**src/rtl/mem_arbiter.sv**
```systemverilog
// Two-port round-robin arbiter in front of a single-request memory controller.
// Each port owns a one-deep request latch; one transaction is outstanding
// downstream at a time, and a watchdog forces completion if the controller stalls.
module mem_arbiter #(
    parameter int unsigned ADDR_WIDTH     = 16,
    parameter int unsigned DATA_WIDTH     = 16,
    parameter int unsigned TIMEOUT_CYCLES = 1024
) (
    input  logic                  clk,
    input  logic                  rst_n,
    input  logic [ADDR_WIDTH-1:0] p0_addr,
    input  logic [DATA_WIDTH-1:0] p0_data_in,
    input  logic                  p0_r_en,
    input  logic                  p0_w_en,
    output logic                  p0_rdy,
    output logic                  p0_cplt,
    output logic [DATA_WIDTH-1:0] p0_data_out,
    input  logic [ADDR_WIDTH-1:0] p1_addr,
    input  logic [DATA_WIDTH-1:0] p1_data_in,
    input  logic                  p1_r_en,
    input  logic                  p1_w_en,
    output logic                  p1_rdy,
    output logic                  p1_cplt,
    output logic [DATA_WIDTH-1:0] p1_data_out,
    output logic [ADDR_WIDTH-1:0] mem_addr,
    output logic [DATA_WIDTH-1:0] mem_data_in,
    output logic                  mem_r_en,
    output logic                  mem_w_en,
    input  logic                  mem_rdy,
    input  logic                  mem_cplt,
    input  logic [DATA_WIDTH-1:0] mem_data_out,
    output logic                  err_timeout,
    output logic                  err_stray
);

    localparam int unsigned WdW = $clog2(TIMEOUT_CYCLES);

    typedef enum logic [1:0] {StIdle, StIssue, StWait} state_e;

    state_e                       state_q, state_d;
    logic                         owner_q, owner_d;
    logic                         last_grant_q, last_grant_d;
    logic [WdW-1:0]               wdog_q, wdog_d;
    logic [1:0]                   pend_q, pend_d;
    logic [1:0]                   wr_q, wr_d;       // latched op: 1 = write, 0 = read
    logic [1:0][ADDR_WIDTH-1:0]   addr_q, addr_d;
    logic [1:0][DATA_WIDTH-1:0]   data_q, data_d;
    logic [1:0][DATA_WIDTH-1:0]   dout_q, dout_d;
    logic [1:0]                   cplt_q, cplt_d;
    logic                         err_timeout_q, err_timeout_d;
    logic                         err_stray_q, err_stray_d;
    logic                         done, timeout_hit;

    logic [1:0]                   req_r, req_w;
    logic [1:0][ADDR_WIDTH-1:0]   req_addr;
    logic [1:0][DATA_WIDTH-1:0]   req_data;

    assign req_r    = {p1_r_en, p0_r_en};
    assign req_w    = {p1_w_en, p0_w_en};
    assign req_addr = {p1_addr, p0_addr};
    assign req_data = {p1_data_in, p0_data_in};

    assign p0_rdy      = ~pend_q[0];
    assign p1_rdy      = ~pend_q[1];
    assign p0_cplt     = cplt_q[0];
    assign p1_cplt     = cplt_q[1];
    assign p0_data_out = dout_q[0];
    assign p1_data_out = dout_q[1];
    assign err_timeout = err_timeout_q;
    assign err_stray   = err_stray_q;

    // FSM state register, owner and watchdog
    always_ff @(posedge clk or negedge rst_n) begin
        if (!rst_n) begin
            state_q <= StIdle;
            owner_q <= 1'b0;
            wdog_q  <= '0;
        end else begin
            state_q <= state_d;
            owner_q <= owner_d;
            wdog_q  <= wdog_d;
        end
    end

    // Next-state: grant selection, downstream handshake, completion / watchdog
    always_comb begin
        state_d     = state_q;
        owner_d     = owner_q;
        wdog_d      = wdog_q;
        done        = 1'b0;
        timeout_hit = 1'b0;
        unique case (state_q)
            StIdle: begin
                if (|pend_q) begin
                    state_d = StIssue;
                    // Tie goes to the port that was not granted last
                    owner_d = (pend_q == 2'b11) ? ~last_grant_q : pend_q[1];
                end
            end
            StIssue: begin
                if (mem_rdy) begin
                    state_d = StWait;
                    wdog_d  = '0;
                end
            end
            StWait: begin
                wdog_d = wdog_q + WdW'(1);
                if (mem_cplt) begin
                    done    = 1'b1;
                    state_d = StIdle;
                end else if (wdog_q == WdW'(TIMEOUT_CYCLES - 1)) begin
                    done        = 1'b1;
                    timeout_hit = 1'b1;
                    state_d     = StIdle;
                end
            end
            default: state_d = StIdle;
        endcase
    end

    // Datapath registers: request latches, read data, pulses, sticky errors
    always_ff @(posedge clk or negedge rst_n) begin
        if (!rst_n) begin
            pend_q        <= '0;
            wr_q          <= '0;
            addr_q        <= '0;
            data_q        <= '0;
            dout_q        <= '0;
            cplt_q        <= '0;
            last_grant_q  <= 1'b1;
            err_timeout_q <= 1'b0;
            err_stray_q   <= 1'b0;
        end else begin
            pend_q        <= pend_d;
            wr_q          <= wr_d;
            addr_q        <= addr_d;
            data_q        <= data_d;
            dout_q        <= dout_d;
            cplt_q        <= cplt_d;
            last_grant_q  <= last_grant_d;
            err_timeout_q <= err_timeout_d;
            err_stray_q   <= err_stray_d;
        end
    end

    // Datapath next-state: port accept and completion routing to the owner
    always_comb begin
        pend_d        = pend_q;
        wr_d          = wr_q;
        addr_d        = addr_q;
        data_d        = data_q;
        dout_d        = dout_q;
        cplt_d        = '0;
        last_grant_d  = last_grant_q;
        err_timeout_d = err_timeout_q;
        err_stray_d   = err_stray_q;
        for (int n = 0; n < 2; n++) begin
            if (!pend_q[n] && (req_r[n] || req_w[n])) begin
                pend_d[n] = 1'b1;
                addr_d[n] = req_addr[n];
                data_d[n] = req_data[n];
                wr_d[n]   = req_w[n] & ~req_r[n];  // both enables high reads
            end
        end
        if (done) begin
            pend_d[owner_q] = 1'b0;
            cplt_d[owner_q] = 1'b1;
            last_grant_d    = owner_q;
            if (!wr_q[owner_q]) begin
                dout_d[owner_q] = timeout_hit ? '0 : mem_data_out;
            end
            if (timeout_hit) begin
                err_timeout_d = 1'b1;
            end
        end
        if (mem_cplt && (state_q != StWait)) begin
            err_stray_d = 1'b1;
        end
    end

    // Downstream outputs: owner latch during ISSUE, port 0 latch otherwise
    always_comb begin
        mem_addr    = addr_q[0];
        mem_data_in = data_q[0];
        mem_r_en    = 1'b0;
        mem_w_en    = 1'b0;
        if (state_q == StIssue) begin
            mem_addr    = addr_q[owner_q];
            mem_data_in = data_q[owner_q];
            mem_r_en    = ~wr_q[owner_q];
            mem_w_en    = wr_q[owner_q];
        end
    end

endmodule

```
**config.mk**
```make
export PLATFORM = sky130hd
export DESIGN_NAME = mem_arbiter
export DESIGN_NICKNAME = d
export VERILOG_FILES = /design/src/rtl/mem_arbiter.sv
export SDC_FILE = /design/constraint.sdc
export NUM_CORES = 1
export LEC_CHECK = 0
export CAP_MARGIN = 20
export CORE_UTILIZATION = 39
export DETAILED_ROUTE_END_ITERATION = 8
export GPL_ROUTABILITY_DRIVEN = 0
export PLACE_DENSITY = 0.67
export SYNTH_ARGS = -nofsm -noshare
export SYNTH_HDL_FRONTEND = slang
export SYNTH_SLANG_ARGS = --single-unit
```
**constraint.sdc**
```tcl
create_clock -name clk -period 3.8 [get_ports clk]
set_clock_uncertainty 0.1 [all_clocks]
set_input_delay 0.57 -clock clk [delete_from_list [all_inputs] [get_ports clk]]
set_output_delay 0.57 -clock clk [all_outputs]
set_load 0.02 [all_outputs]
```
==> flow_metrics.py <==
metrics = {
    "run_status": {
        "status": "completed",
    },
    "cts": {
        "post_cts_resized": 0,
        "cts_hold_buf": 0,
        "cts_inserted_buffers": 17,
        "clk_pin_slew_ns": 0.05,
        "insertion_delay_ns": 0.42,
        "cts_buffer_depth": 2,
        "cts_setup_buffers": 0,
        "cts_tree": "yes",
        "cts.sink_count": 118,
        "root_buffer": "clkbuf_16",
        "ctsHtreeMaxLevel": 4,
    },
    "logic_synthesis": {
        "synth_cell_type_count": 41,
        "synth_top_area_frac": 0.541,
        "synth_area_per_cell_um2": 11.9,
        "netlist_area_um2": 5410,
        "yosysWarnings": 0,
        "synth_nets": 545,
        "yosysMostFrequentCell": "dfrtp_1",
        "synth-seq-area-share": 0.546,
        "syn_inst": 456,
        "yosysTopAreaCell": "dfrtp_1",
        "synth_enable_flop_cells": 0,
        "ys.flop_type": "dfrtp_1",
        "synth.area.top_cells": "dfrtp_1 (54%), mux2_2 (20%), o211ai_1 (4.6%)",
        "async_flop_share": 1.00,
        "ys_ff_latch": 118,
        "synth_common_cells": "dfrtp_1 (117), mux2_2 (96), inv_1 (38)",
    },
    "grt": {
        "grt_pass1_wl_um": 21700,
        "grt_overflow": 0,
        "antenna_found_initial": 0,
        "grt_pass1_vias": 4275,
        "grt_use_total": 0.197,
        "grt_max_degree": 56,
    },
    "setup_path": {
        "slowest_delay_ns": 0.54,
        "worstRegToRegCells": 5,
        "worst-path-max-fanout": 32,
        "crit_slowest_cell": "clkdlybuf4s50_1",
        "crit_arrival_ns": 2.44,
        "setup.worst_path.end_class": "output port",
        "critPathKind": "flip-flop to output port",
        "path_cells": "nand3b_1, buf_4, mux2_2, clkdlybuf4s50_1",
        "cp.required_ns": 3.13,
        "start_kind": "flip-flop",
    },
    "worst_hold_path": {
        "min_path_type": "input pin to async pin",
    },
    "floorplan": {
        "rows": 42,
        "initial_core_util": 0.404,
        "die_h_um": 120,
        "io_pins": 160,
        "die-area_um2": 14400,
        "placeableCoreArea_um2": 13400,
        "fp.dieW_um": 120,
    },
    "place": {
        "numPortBuffers": 159,
        "placed_cell_area_um2": 7150,
        "dp_hpwl_um": 9260,
    },
    "timing": {
        "fin_hold_ws_ns": 0.0978,
        "rsz0062_at_grt": "false",
        "worst_pin_slew_ns": 0.995,
        "max_slew_margin": 0.334,
        "final-setup-viol-count": 0,
        "finalMaxSlewViolations": 0,
        "fin_crit_ns": 3.11,
        "finalHoldViolations": 0,
        "tns_ns": 0,
        "fmax_mhz": 322,
        "finalCritPeriodShare": 0.818,
    },
    "pwr": {
        "ir_drop_mv": 0.436,
        "intPower_uw": 3880,
        "p_clk_frac": 0.236,
        "p_comb_frac": 0.422,
        "p_sw_uw": 2010,
        "p_sw_frac": 0.341,
        "seqPwrFrac": 0.342,
        "power_density_nw_per_um2": 769,
        "power_leakage_uw": 0.00345,
    },
    "cells_and_area": {
        "regArea_um2": 2950,
        "syn2layout_area_growth_pct": 41.6,
        "nNetsFinal": 702,
        "multi_input_area_um2": 2170,
        "fin_area_um2": 7660,
        "postLayoutCoreUtil": 0.572,
        "drive_gt1_frac": 0.224,
        "antenna_cells": 0,
        "nFillCells": 1153,
    },
    "run": {
        "maxCapViolCount": 0,
    },
    "routing": {
        "drt_iter0_drc": 236,
        "finalWirelength_um": 13200,
        "wl_per_cell_um": 16.5,
        "via_count": 4072,
        "drc_errors": 0,
        "drt.antenna.violating_nets": 0,
        "vias_per_cell": 5.09,
        "first_pass_iters": 4,
    },
}
-- flip-flops by register name (all words and copies together) (netlist names) --
signal        flops
state_q           2
p0_data_out      16
last_grant_q      1
p1_data_out      16
owner_q           1
wr_q              2
err_timeout       1
addr_q           32
wdog_q           10
cplt_q            2
data_q           32
err_stray         1
pend_q            2
-- cells in the final DEF, fill, tap and decap left out, drive strengths merged, types with 4 or more instances in the layout --
master	netlist	routed
nand3b	4	4
clkinv	0	5
mux2	97	97
o21ai	21	21
clkbuf	16	25
nor2	5	5
dfrtp	117	117
a21oi	7	7
buf	15	11
clkdlybuf4s50	0	158
nand2b	4	4
inv	38	38
nand2	26	26
o211ai	33	33
nand3	38	38
-- worst paths after layout --
path                            slack [ns]  startpoint             end
max in group asynchronous             2.67       rst_n      addr_q[19]
worst max-delay path                  0.69  state_q[1]  mem_data_in[9]
worst max register to register        1.72   wdog_q[0]    last_grant_q
worst min-delay path                   0.1       rst_n      data_q[11]
worst min register to register        0.36   err_stray       err_stray
min in group clk                      0.36   err_stray       err_stray
-- power groups by stage --
stage | logic, uW | clock network (uW) | registers [uW]
2_1_floorplan | 1560 | 0 | 1960
3_3_place_gp | 2430 | 0 | 2030
3_5_place_dp | 2490 | 0 | 2030
4_1_cts | 2510 | 1420 | 2020
5_1_grt | 2680 | 1490 | 2080
6_report | 2480 | 1390 | 2020
-- final cells by class --
class / instances / share of cell area
Sequential cell: 118 / 0.385
Clock inverter: 5 / 0.00326
Clock buffer: 25 / 0.0633
Multi-Input combinational cell: 269 / 0.284
Timing Repair Buffer: 169 / 0.217
Inverter: 38 / 0.0186
Tap cell: 176 / 0.0287
-- cell families after synthesis --
kind of cell    synth area share
xor+xnor                 0.00162
compound gates            0.0950
mux                        0.208
buf+inv                   0.0571
flops                      0.546
fa+ha+maj                0.00231
simple gates              0.0904
-- worst max-delay path, delay by kind of cell (launching register included) --
| family | cells | cell delay [ns] |
|---|---|---|
| buf+inv | 2 | 0.94 |
| flops | 1 | 0.51 |
| mux | 1 | 0.40 |
| simple gates | 1 | 0.16 |
-- metal layers --
layer / vias to the layer above / GRT usage / wire (um)
li1: 1934 / - / -
met1: 1983 / 0.241 / 5590
met2: 134 / 0.318 / 6450
met3: 21 / 0.0708 / 923
met4: 0 / 0.0711 / 216
met5: - / 0 / 0
-- stage by stage --
| stage | cells | power (uW) | setup WS (ns) |
|---|---|---|---|
| floorplan | 456 | 3520 | 1.80 |
| global placement | 769 | 4460 | 1.19 |
| detailed placement | 769 | 4530 | 1.12 |
| CTS | 799 | 5960 | 0.662 |
| global route | 800 | 6250 | 0.572 |
| finish | 800 | 5890 | 0.691 |
Power figures use the tool's default switching activity.
